$ cat config.mk
export PLATFORM = sky130hd
export DESIGN_NAME = seq_restoring_divider
export DESIGN_NICKNAME = d
export VERILOG_FILES = /design/src/rtl/seq_restoring_divider.sv
export SDC_FILE = /design/constraint.sdc
export NUM_CORES = 1
export LEC_CHECK = 0
export CAP_MARGIN = 20
export CELL_PAD_IN_SITES_DETAIL_PLACEMENT = 1
export CELL_PAD_IN_SITES_GLOBAL_PLACEMENT = 1
export CORE_MARGIN = 2
export CORE_UTILIZATION = 30
export DETAILED_ROUTE_END_ITERATION = 16
export PLACE_DENSITY = 0.57
export SLEW_MARGIN = 30
export SYNTH_ARGS = -nofsm -noshare
export SYNTH_HDL_FRONTEND = slang
export SYNTH_SLANG_ARGS = --single-unit
$ cat constraint.sdc
create_clock -name clock -period 2.6 [get_ports clock]
set_input_delay 0.52 -clock clock [delete_from_list [all_inputs] [get_ports clock]]
set_output_delay 0.52 -clock clock [all_outputs]
set_load 0.005 [all_outputs]
$ cat src/rtl/seq_restoring_divider.sv
// Iterative radix-2 restoring divider: 2W-bit unsigned dividend / W-bit divisor, one quotient bit per cycle.
// Optional result self-check (quotient*divisor+remainder == dividend) enabled by defining DIV_SELFCHECK_EN.
module seq_restoring_divider #(
  parameter int W = 16
) (
  input  logic           clock,
  input  logic           reset_n,
  input  logic           in_valid,
  output logic           in_ready,
  input  logic [2*W-1:0] dividend,
  input  logic [W-1:0]   divisor,
  output logic           out_valid,
  input  logic           out_ready,
  output logic [W-1:0]   quotient,
  output logic [W-1:0]   remainder,
  output logic           div_by_zero,
  output logic           overflow,
  output logic           check_err,
  output logic [1:0]     dbg_state
);

  // Handshake: a transfer happens on a posedge where valid && ready are both high;
  // in_valid is sampled only in IDLE and out_ready only while out_valid is high in DONE.
  typedef enum logic [1:0] {S_IDLE, S_CHECK, S_RUN, S_DONE} state_e;

  localparam int CW = (W > 1) ? $clog2(W) : 1;

  state_e         state_q;
  logic           in_ready_q;
  logic           out_valid_q;
  logic [2*W-1:0] dvd_q;
  logic [W-1:0]   dvs_q;
  logic [W-1:0]   rem_q;
  logic [W-1:0]   sreg_q;
  logic [CW-1:0]  cnt_q;
  logic [W-1:0]   quotient_q;
  logic [W-1:0]   remainder_q;
  logic           div_by_zero_q;
  logic           overflow_q;

  logic [W:0]     trial_w;
  logic [W-1:0]   diff_w;
  logic           ge_w;
  logic [W-1:0]   rem_d;
  logic [W-1:0]   sreg_d;

  // Partial remainder stays below the divisor, so the low W bits of the difference are exact.
  always_comb begin
    trial_w = {rem_q, sreg_q[W-1]};
    diff_w  = trial_w[W-1:0] - dvs_q;
    ge_w    = (trial_w >= {1'b0, dvs_q});
    rem_d   = ge_w ? diff_w : trial_w[W-1:0];
    sreg_d  = {sreg_q[W-2:0], ge_w};
  end

`ifdef DIV_SELFCHECK_EN
  logic           check_err_q;
  logic [2*W-1:0] prod_w;
  logic           mismatch_w;

  always_comb begin
    prod_w     = ({{W{1'b0}}, quotient_q} * {{W{1'b0}}, dvs_q}) + {{W{1'b0}}, remainder_q};
    mismatch_w = !overflow_q && (prod_w != dvd_q);
  end

  assign check_err = check_err_q;
`else
  assign check_err = 1'b0;
`endif

  always_ff @(posedge clock or negedge reset_n) begin
    if (!reset_n) begin
      state_q       <= S_IDLE;
      in_ready_q    <= 1'b0;
      out_valid_q   <= 1'b0;
      dvd_q         <= '0;
      dvs_q         <= '0;
      rem_q         <= '0;
      sreg_q        <= '0;
      cnt_q         <= '0;
      quotient_q    <= '0;
      remainder_q   <= '0;
      div_by_zero_q <= 1'b0;
      overflow_q    <= 1'b0;
`ifdef DIV_SELFCHECK_EN
      check_err_q   <= 1'b0;
`endif
    end else begin
      case (state_q)
        S_IDLE: begin
          if (in_valid && in_ready_q) begin
            dvd_q         <= dividend;
            dvs_q         <= divisor;
            in_ready_q    <= 1'b0;
            div_by_zero_q <= 1'b0;
            overflow_q    <= 1'b0;
            state_q       <= S_CHECK;
          end else begin
            in_ready_q <= 1'b1;
          end
        end
        S_CHECK: begin
          if (dvs_q == '0) begin
            div_by_zero_q <= 1'b1;
            overflow_q    <= 1'b1;
            quotient_q    <= '1;
            remainder_q   <= dvd_q[W-1:0];
            state_q       <= S_DONE;
          end else if (dvd_q[2*W-1:W] >= dvs_q) begin
            overflow_q  <= 1'b1;
            quotient_q  <= '1;
            remainder_q <= '0;
            state_q     <= S_DONE;
          end else begin
            rem_q   <= dvd_q[2*W-1:W];
            sreg_q  <= dvd_q[W-1:0];
            cnt_q   <= CW'(W - 1);
            state_q <= S_RUN;
          end
        end
        S_RUN: begin
          rem_q  <= rem_d;
          sreg_q <= sreg_d;
          if (cnt_q == '0) begin
            quotient_q  <= sreg_d;
            remainder_q <= rem_d;
            state_q     <= S_DONE;
          end else begin
            cnt_q <= cnt_q - 1'b1;
          end
        end
        S_DONE: begin
          // First DONE cycle settles the result (and the self-check); out_valid rises after it.
          if (!out_valid_q) begin
            out_valid_q <= 1'b1;
`ifdef DIV_SELFCHECK_EN
            check_err_q <= mismatch_w;
`endif
          end else if (out_ready) begin
            out_valid_q <= 1'b0;
            in_ready_q  <= 1'b1;
            state_q     <= S_IDLE;
`ifdef DIV_SELFCHECK_EN
            check_err_q <= 1'b0;
`endif
          end
        end
        default: state_q <= S_IDLE;
      endcase
    end
  end

  assign in_ready    = in_ready_q;
  assign out_valid   = out_valid_q;
  assign quotient    = quotient_q;
  assign remainder   = remainder_q;
  assign div_by_zero = div_by_zero_q;
  assign overflow    = overflow_q;
  assign dbg_state   = state_q;

endmodule

==> Word level (Yosys, flattened, before mapping) <==
Index checks and enable logic that the tools add are counted.
Widths: inputs -> output; s select.
{ "totals": {"ff_bits": 122, "out_inout_bits": 39} }
{ "op_classes": {"n_addsub": 2, "order_cmp": 2, "n_eq_ne": 12, "mux": 38, "n_reduce_logical": 15} }
{ "op_table": {"columns": ["op", "n"], "rows": [
  ["$mux 16", 11],
  ["$pmux 16 s2", 4],
  ["$ge 17x16->1", 1],
  ["$ge 16x16->1", 1],
  ["$logic_not 16->1", 1],
  ["$ne 2x2->1 const B", 8],
  ["$sub 16x16->16", 1],
  ["$reduce_and 3->1", 5],
  ["$mux 4", 3],
  ["$mux 1", 11],
  ["$mux 2", 4],
  ["$pmux 2 s4", 1],
  ["$pmux 4 s2", 1],
  ["$reduce_and 4->1", 2],
  ["$pmux 1 s2", 3],
  ["$reduce_bool 2->1", 3],
  ["$eq 2x2->1 const B", 2],
  ["$logic_not 4->1", 1],
  ["$sub 4x1->4 const B", 1],
  ["$ne 3x3->1 const B", 1],
  ["$eq 2x1->1 const B", 1],
  ["$logic_not 2->1", 1],
  ["$reduce_and 2->1", 1],
  ["$logic_and 1x1->1", 1]
]} }

==> Depth between registers and ports, before layout <==
Gate-level depths: netlist of the first run.
{ "logic_depth": {"ltp_word": 4, "depth_mapped": 12, "mapped_depth_nobuf": 12} }

==> Least setup slack after synthesis of the first run <==
OpenSTA, ideal clock, no wires.
{ "synth_timing": {"path_kind": "flip-flop to flip-flop", "from": "register dvs_q[12]", "to": "register remainder_q[3] (netlist: remainder[3])", "t_arrival_ps": 2408, "t_required_ps": 2475, "setup_slack_ps": 67, "path_stages_with_launch": 12, "n_path_buf": 1, "synth_period_minus_slack_ps": 2533, "cell_sequence": "dfrtp_1 inv_1 ha_1 and3_1 and2_1 a221oi_2 a21oi_1 o32ai_2 buf_6 mux2i_1 o21ai_0 mux2_2"} }
{ "synth_between": {"elab_chain_len": 4, "elab_cells_between_ends": 9, "classes_between": "order compare (2); eq/ne (1); mux (4); reduce/logical (2)"} }
{ "synth_rtl": {"columns": ["element", "line", "source"], "rows": [
  ["from (decl)", "32", "logic [W-1:0] dvs_q;"],
  ["from (signal assigned)", "93", "dvs_q <= divisor;"],
  ["$ge 17x16->1", "51", "ge_w = (trial_w >= {1'b0, dvs_q});"],
  ["$mux 16", "52", "rem_d = ge_w ? diff_w : trial_w[W-1:0];"],
  ["$mux 16", "124", "if (cnt_q == '0) begin"],
  ["$pmux 16 s2", "89", "case (state_q)"],
  ["to (signal assigned)", "107", "remainder_q <= dvd_q[W-1:0];"],
  ["to (signal assigned)", "126", "remainder_q <= rem_d;"],
  ["to (decl)", "37", "logic [W-1:0] remainder_q;"]
]} }
Parallel ways exist; a longest one is shown, timed or not. The select of a mux whose other input is x is not followed.
A chain may end at the register's enable or synchronous reset.

==> Final worst setup path of the first run <==
{ "layout_timing": {"from": "register dvs_q[6]", "to": "register remainder_q[7] (netlist: remainder[7])"} }
{ "layout_between": {"elab_chain_len": 4, "elab_cells_between_ends": 10, "classes_between": "add/sub (1); order compare (2); eq/ne (1); mux (4); reduce/logical (2)"} }
{ "layout_rtl": {"columns": ["element", "line"], "rows": [
  ["$sub 16x16->16 or $ge 17x16->1 (tied branches)", "50, 51"],
  ["$mux 16", "52"],
  ["$mux 16", "124"],
  ["$pmux 16 s2", "89"]
]} }
Parallel ways exist; a longest one is shown, timed or not. The select of a mux whose other input is x is not followed.

==> results.ini, run 1 <==
[run_status]
status=complete, but fails checks
violations=setup timing

[clock_tree]
tritoncts=built
htreeDepth=4
cts.clk_slew.worst_paths_ps=60
root_buffer=clkbuf_16
postCtsHoldBufs=0
clock_latency_ps=430
cts_sinks=122
clk_path_buf_depth=2
cts_inserted_buffers=17

[grt]
antenna_found_initial=0
gr-usage-all-layers_pct=18.4
first_global_vias=6003
grt_start_max_net_pins=123
grt_pass1_wl_um=33300
overflow=0

[setup_path]
worstSetupPathType=register to register
r2r_cells=11
rr_startpoint=dvs_q[6]$_DFFE_PN0P_
r2r_setup_slack_ps=-170
r2r-end=remainder[7]$_DFFE_PN0P_
crit_path_end_kind=register
crit_required_ps=2910
cp.arrival_ps=3080
start_kind=register
worstPathMaxFanout=7

[floorplanning]
start_util_pct=30.3
io_pins=91
fp.dieW_um=152
die_y_um=152
dieArea_sq_um=23100
rows=54
coreArea_sq_um=21700

[sta]
min_period_over_period_pct=107
tightest_slew_ps=684
finalSetupTns_ps=-3700
max_freq_ghz=0.360
period_minus_slack_ps=2770
report.final.setup_viol=40
hold_viol=0
layout_setup_ws_ps=-175
fin_worst_skew_ps=7.65
max_slew_margin_pct=54.4
rsz0062_at_grt=yes
slew_viol_final=0

[logic_synthesis]
synthesis.area_sq_um=6570
yosysTopAreaCellShare_pct=46.5
ys_seq_area_share_pct=46.5
post-synth-top-count-cell=dfrtp_1
yosysUniqueCellTypes=58
synth-edff-count=0
ys_seq_elements=122
yosys-top-cells-count=122 x dfrtp_1, 81 x o21ai_0, 56 x mux2_2
synth_flop_cell=dfrtp_1
yosys_warnings=0
synth_area_leaders=dfrtp_1 46%, mux2_2 9.6%, ha_1 7.2%, o21ai_0 6.2%, mux2i_1 4.3%
syn_avg_cell_area_sq_um=10.4
synth_cells=630
yosysTopAreaCell=dfrtp_1
syn-num-nets=721
async_flop_share_pct=100

[drt]
drt-initial-drc-count=204
drtPass1Iterations=4
drt-total-wl_um=21800
antenna_left=0
via_count=5563
routedWlPerCell_um=19.4
drc_errors=0
routed_via_density=4.94

[finish]
fin_nets=924
final_cells=1126
syn_to_final_growth_pct=54.2
n_antenna_cell=0
drive_gt1_share_pct=37.0

[placement]
dp_slack_ps=-238
dp.cells=1068
port-buffer-count=89
gp_congestion=0.871
place_hpwl_um=14700

[run]
cap_violations=0

[hold_path]
hp-class=input port to asynchronous set/reset pin

-- kinds of logic after synthesis --
kind of cell / synth area share (%)
compound gates: 16.4
xor+xnor: 1.87
fa+ha+maj: 7.54
buf+inv: 4.65
flops: 46.5
mux: 13.9
other cells: 0.0571
simple gates: 9.09
-- registers in the layout, summed over array words and instances, names as in the netlist --
signal and count:
quotient 16, dvs_q 16, out_valid 1, div_by_zero 1, dbg_state 2, remainder 16, rem_q 16, overflow 1
cnt_q 4, in_ready 1, sreg_q 16, dvd_q 32
-- worst max-delay path by stage --
stage	from	endpoint	slack, ps	depth (start not counted)
5_1_grt	dvs_q[2]$_DFFE_PN0P_	remainder[7]$_DFFE_PN0P_	-280	11
3_3_place_gp	sreg_q[15]$_DFFE_PN0P_	rem_q[10]$_DFFE_PN0P_	-150	12
2_1_floorplan	dvs_q[12]$_DFFE_PN0P_	remainder[3]$_DFFE_PN0P_	70	11
4_1_cts	dvs_q[6]$_DFFE_PN0P_	remainder[8]$_DFFE_PN0P_	-130	11
6_report	dvs_q[6]$_DFFE_PN0P_	remainder[7]$_DFFE_PN0P_	-170	11
3_5_place_dp	dvd_q[16]$_DFFE_PN0P_	cnt_q[3]$_DFFE_PN0P_	-240	10
-- layout by cell type (no fill, tap or decap), types with 4 or more instances in the layout --
cell type and count:
a211oi_2 4, ha_1 23, clkdlybuf4s50_1 88, o21ai_1 32, mux2_2 50, nor2_1 22
a21oi_1 22, mux2i_1 18, clkinv_4 4, inv_1 34, ha_4 13, nand2_1 44
buf_6 10, inv_2 7, nor4_1 6, xor2_1 4, xnor2_1 10, buf_4 101
a21oi_2 8, o21ai_0 31, mux2i_4 8, a31oi_1 5, a211oi_1 4, nand2b_1 7
o21ai_2 16, a21o_1 16, mux2_4 6, dfrtp_1 122, buf_12 8, clkbuf_16 21
-- metrics by stage --
step	utilization (%)	hold WS, ps	cell area (sq um)
3_3_place_gp	39.1	480	8490
5_1_grt	46.7	262	10100
2_1_floorplan	-	224	6570
3_5_place_dp	39.1	479	8490
6_report	46.7	215	10100
4_1_cts	43.8	236	9510
-- metal layers --
| metal | vias up | global-route usage (%) | routed length [um] |
|---|---|---|---|
| li1 | 2662 | - | - |
| met1 | 2778 | 25.1 | 10100 |
| met2 | 103 | 29.6 | 10700 |
| met3 | 20 | 3.39 | 673 |
| met4 | 0 | 5.61 | 323 |
| met5 | - | 0 | 0 |
-- worst max-delay path, cell delays in order (launching register included) --
cell	delay (ps)
dfrtp_1	360
inv_2	70
buf_6	120
ha_4	250
nand4_1	90
or3_1	360
o32a_1	360
and4_4	200
a211oi_4	160
buf_6	170
clkbuf_16	180
mux2_2	330
-- timing repair --
item                       4_1_cts  5_1_grt
hold endpoints to repair         0        0
pin swaps                       15       35
setup endpoints to repair       69       69
gates cloned                     4        4
resized for setup               58      126
setup buffers                    9       10
-- cell type report --
| class | count | area (sq um) |
|---|---|---|
| inverters | 41 | 154 |
| fillers | 2322 | 11600 |
| clock inverters | 12 | 163 |
| clock buffers | 20 | 467 |
| repair buffers | 215 | 2100 |
| well taps | 280 | 350 |
| flip-flops and latches | 122 | 3050 |
| multi-input cells | 436 | 3840 |
Power of run 1 is not shown: default switching activity piles up to over one toggle a cycle in this logic, so the estimate is an artifact.
==> inputs of run 2 (changes only) <==
--- a/config.mk
+++ b/config.mk
@@ -11,6 +11,7 @@
 export CORE_MARGIN = 2
 export CORE_UTILIZATION = 30
 export DETAILED_ROUTE_END_ITERATION = 16
+export MAX_ROUTING_LAYER = met4
 export PLACE_DENSITY = 0.57
 export SLEW_MARGIN = 30
 export SYNTH_ARGS = -nofsm -noshare
==> run 2 against run 1 <==
Against the previous run: the run still ends with setup timing left; sequential cell count stayed put; die area stayed put; maximum frequency is 0.90% higher; final cell count is 0.36% lower; global-route usage is 0.84 points higher; first-iteration DRC count is 8.3% higher; core utilization is 0.23 points lower.
==> results.ini, run 2 (synthesis results as in run 1) <==
[floorplanning]
start_util_pct=30.3
fp.dieW_um=152
rows=54
io_pins=91
coreArea_sq_um=21700
die_y_um=152
dieArea_sq_um=23100

[sta]
finalSetupTns_ps=-2060
fin_worst_skew_ps=6.80
period_minus_slack_ps=2750
rsz0062_at_grt=yes
hold_viol=0
max_freq_ghz=0.364
report.final.setup_viol=38
min_period_over_period_pct=106
layout_setup_ws_ps=-150
slew_viol_final=0
max_slew_margin_pct=59.0
fin_hold_ws_ps=107
tightest_slew_ps=615

[setup_path]
crit_path_max_incr_delay_ps=400
worstPathMaxFanout=5
r2r-end=remainder[5]$_DFFE_PN0P_
slowest_stage=dfrtp_1
rr_startpoint=dvs_q[10]$_DFFE_PN0P_
crit_chain=inv_2 -> ha_4 -> and3_4 -> and2_1 -> a221oi_4 -> a21oi_2 -> o32ai_4 -> buf_12 -> mux2i_4 -> o21ai_0 -> mux2_4
crit_required_ps=2900
cp.arrival_ps=3050
worstSetupPathType=register to register
r2r_cells=11
start_kind=register
crit_path_end_kind=register
r2r_setup_slack_ps=-150

[clock_tree]
clk_path_buf_depth=2
tritoncts=built
htreeDepth=4
cts.clk_slew.worst_paths_ps=60
cts_sinks=122
postCtsHoldBufs=0
cts_inserted_buffers=17
clock_latency_ps=420
root_buffer=clkbuf_16

[finish]
final_cell_mix=121 x dfrtp_1, 98 x buf_4, 88 x clkdlybuf4s50_1, 51 x o21ai_0, 48 x mux2_2
fin_nets=922
layout_commonest_cell=dfrtp_1
syn_to_final_growth_pct=53.4
largest_register_ffs=32
n_antenna_cell=0
largest_register=dvd_q
drive_gt1_share_pct=35.6
nFillCells=2312
final_cells=1122
utilization_pct=46.5

[grt]
grt_start_max_net_pins=66
first_global_vias=6097
grt_pass1_wl_um=34000
overflow=0
gr-usage-all-layers_pct=19.2
antenna_found_initial=0

[drt]
antenna_left=0
drt-initial-drc-count=221
via_count=5496
drc_errors=0
drt-total-wl_um=21700
routedWlPerCell_um=19.3
routed_via_density=4.90
drtPass1Iterations=4

[placement]
dp.cells=1068
place_hpwl_um=15300
port-buffer-count=89
gp_congestion=0.878

[run]
cap_violations=0

[run_status]
status=complete, but fails checks
violations=setup timing

[hold_path]
hp-class=input port to asynchronous set/reset pin

==> run 2: cell count changes in the layout (fill, tap and decap cells not counted), sizes merged <==
cell	change
clkinv	-4
inv	-1
clkinvlp	+3
buf	-2
==> run 2: final cells by class <==
cell class                      instances  area, sq um  share of cell area (%)
Clock buffer                           20          467                    4.63
Clock inverter                         10          141                    1.40
Inverter                               41          154                    1.53
Multi-Input combinational cell        436         3790                    37.6
Sequential cell                       122         3050                    30.3
Tap cell                              280          350                    3.48
Timing Repair Buffer                  213         2120                    21.0
==> run 2: worst max-delay path, delay by kind of cell, from the launching register on <==
family / cells / cell delay (ps)
AO/OA/AOI/OAI: 4 / 800
adder cells (fa/ha/maj): 1 / 230
buffers and inverters: 2 / 310
flip-flops: 1 / 400
multiplexers: 2 / 550
AND/OR/NAND/NOR: 2 / 340
==> run 2: worst max path at each step <==
| stage | endpoint | slack (ps) | start |
|---|---|---|---|
| 6_report | remainder[5]$_DFFE_PN0P_ | -150 | dvs_q[10]$_DFFE_PN0P_ |
| 5_1_grt | remainder[12]$_DFFE_PN0P_ | -280 | dvs_q[11]$_DFFE_PN0P_ |
| 4_1_cts | remainder[14]$_DFFE_PN0P_ | -160 | dvd_q[29]$_DFFE_PN0P_ |
| 3_5_place_dp | remainder[4]$_DFFE_PN0P_ | -260 | dvs_q[6]$_DFFE_PN0P_ |
| 3_3_place_gp | remainder[4]$_DFFE_PN0P_ | -220 | rem_q[5]$_DFFE_PN0P_ |
| 2_1_floorplan | remainder[3]$_DFFE_PN0P_ | 70 | dvs_q[12]$_DFFE_PN0P_ |
==> run 2: timing repair <==
action | in CTS | in global routing
setup endpoints to repair | 68 | 69
resized for setup | 73 | 83
gates cloned | 4 | 4
setup buffers | 13 | 4
pin swaps | 16 | 26
==> run 2: per-stage QoR <==
| stage | area, sq um | setup WS, ps |
|---|---|---|
| floorplan | 6570 | 66.9 |
| global placement | 8510 | -218 |
| detailed placement | 8510 | -264 |
| CTS | 9620 | -164 |
| global route | 10100 | -276 |
| finish | 10100 | -150 |
==> run 2: layer usage <==
layer / track usage [%] / share of wire [%] / up-vias / wire length, um
li1: - / - / 2659 / -
met1: 25.7 / 48 / 2728 / 10300
met2: 30.7 / 49 / 94 / 10500
met3: 3.34 / 2.7 / 15 / 575
met4: 4.14 / 1.1 / 0 / 233
met5: - / 0 / - / 0
Power of run 2 is left out for the same reason.
==> inputs of run 3 (changes only) <==
--- a/config.mk
+++ b/config.mk
@@ -13,6 +13,7 @@
 export DETAILED_ROUTE_END_ITERATION = 16
 export MAX_ROUTING_LAYER = met4
 export PLACE_DENSITY = 0.57
+export REMOVE_ABC_BUFFERS = 1
 export SLEW_MARGIN = 30
 export SYNTH_ARGS = -nofsm -noshare
 export SYNTH_HDL_FRONTEND = slang
==> run 3 against run 2 <==
Against the previous run: the flow still finishes with violations (setup timing); design area up 0.66%; sequential cell count unchanged; critical path depth up 1; via count up 2.2%; clock skew up 1.2 ps; largest cell class unchanged.
==> results.ini, run 3 (synthesis results as in run 1) <==
[run_status]
status=complete, but fails checks
violations=setup timing

[power_and_ir_drop]
power.leakage_nw=4.48
ir_drop_v=0.000582
power.density_nw_per_um2=1770

[finish]
n_antenna_cell=0
final_cell_mix=125 x buf_4, 122 x dfrtp_1, 88 x clkdlybuf4s50_1, 62 x o21ai_0, 51 x mux2_2
largest_register_ffs=32
drive_gt1_share_pct=37.5
syn_to_final_growth_pct=54.4
largest_register=dvd_q
layout_commonest_cell=buf_4
utilization_pct=46.8
fin_nets=952
nFillCells=2346

[placement]
place_hpwl_um=14900
gp_congestion=0.808
port-buffer-count=89

[clock_tree]
postCtsHoldBufs=0
htreeDepth=4
root_buffer=clkbuf_16
cts_sinks=122
cts_inserted_buffers=17
tritoncts=built
clk_path_buf_depth=2
cts.clk_slew.worst_paths_ps=60
clock_latency_ps=410

[floorplanning]
die_y_um=152
rows=54
dieArea_sq_um=23100
fp.dieW_um=152
start_util_pct=30.3
coreArea_sq_um=21700
io_pins=91

[hold_path]
hp-class=input port to asynchronous set/reset pin

[drt]
routedWlPerCell_um=18.1
routed_via_density=4.88
drt-total-wl_um=20800
antenna_left=0
drt-initial-drc-count=171
drc_errors=0
via_count=5616
drtPass1Iterations=4

[sta]
report.final.setup_viol=47
min_period_over_period_pct=109
fin_hold_ws_ps=80.2
max_slew_margin_pct=56.5
max_freq_ghz=0.353
fin_worst_skew_ps=8.04
layout_setup_ws_ps=-234
hold_viol=0
slew_viol_final=0
period_minus_slack_ps=2830
rsz0062_at_grt=yes
tightest_slew_ps=653

[grt]
first_global_vias=6248
antenna_found_initial=0
grt_pass1_wl_um=33400
gr-usage-all-layers_pct=18.6
grt_start_max_net_pins=47
overflow=0

[setup_path]
crit_required_ps=2890
critical_path_buf_inv_count=3
cp_num_cells=12
crit_chain=inv_2 -> buf_6 -> ha_4 -> a21o_1 -> a31o_4 -> a221oi_4 -> a21oi_2 -> o32ai_4 -> buf_12 -> mux2i_4 -> o21ai_1 -> mux2_4
worstSetupPathType=register to register
slowest_stage=dfrtp_1
worstPathMaxFanout=6
start_kind=register
crit_path_end_kind=register
crit_family=compound AO/OA/AOI/OAI gates
crit_path_max_incr_delay_ps=380
cp.arrival_ps=3130
r2r_cells=12

[run]
cap_violations=0

## run 3: cell count changes in the layout (fill, tap and decap cells not counted), moves of 3 or more
| cell | delta |
|---|---|
| buf_16 | -3 |
| o21ai_0 | +11 |
| clkbuf_16 | -3 |
| buf_6 | +14 |
| clkinv_2 | +3 |
| nor2_1 | +3 |
| mux2_4 | -3 |
| clkinvlp_4 | -3 |
| buf_4 | +27 |
| nor2_4 | -4 |
| mux2_2 | +3 |
| o21ai_1 | -10 |
| buf_12 | -4 |
## run 3: final cells by class
class                   count  area, sq um  area share [%]
repair buffers            243         2220            21.9
well taps                 280          350            3.45
clock inverters             8         95.1           0.938
clock buffers              22          474            4.68
inverters                  41          154            1.52
flip-flops and latches    122         3050            30.1
multi-input cells         436         3800            37.5
## run 3: through the flow
step | std cells | total power [mW] | setup TNS [ps] | setup slack [ps] | cell area (sq um)
5_1_grt | 1152 | 19.4 | -10790 | -331 | 10100
3_5_place_dp | 1091 | 12.8 | -15120 | -529 | 8620
6_report | 1152 | 18.0 | -4730 | -234 | 10100
3_3_place_gp | 1090 | 12.5 | -21520 | -587 | 8610
4_1_cts | 1142 | 17.1 | -2990 | -159 | 9820
2_1_floorplan | 599 | 8.33 | -53780 | -1150 | 6420
## run 3: power breakdown
part           switching, mW  internal (mW)  total (mW)
combinational           5.54           6.50        12.0
sequential             0.766           2.88        3.65
clock                  0.847           1.47        2.32
## run 3: final timing paths
check / slack, ps / end / from
worst max-delay path: -230 / remainder[8]$_DFFE_PN0P_ / dvs_q[11]$_DFFE_PN0P_
worst min-delay path: 80 / rem_q[4]$_DFFE_PN0P_ / reset_n
worst max register to register: -230 / remainder[8]$_DFFE_PN0P_ / dvs_q[11]$_DFFE_PN0P_
worst min register to register: 490 / remainder[13]$_DFFE_PN0P_ / remainder[13]$_DFFE_PN0P_
max in group asynchronous: 1860 / rem_q[14]$_DFFE_PN0P_ / reset_n
min in group clock: 490 / remainder[13]$_DFFE_PN0P_ / remainder[13]$_DFFE_PN0P_
## run 3: layer usage
layer  share of wire, %  GRT usage [%]  vias to the layer above
met5                  0              -                        -
met4               0.89           4.18                        0
met3                3.0           3.62                       12
met2                 50           31.2                       84
met1                 46           23.5                     2808
li1                   -              -                     2712
## run 3: what timing repair did
| item | 4_1_cts | 5_1_grt |
|---|---|---|
| endpoints found under the hold margin | 0 | 0 |
| setup buffers | 19 | 9 |
| cloned | 3 | 2 |
| pin swaps | 30 | 20 |
| resized for setup | 94 | 57 |
| endpoints found under the setup margin | 62 | 68 |
Power figures use the tool's default switching activity.
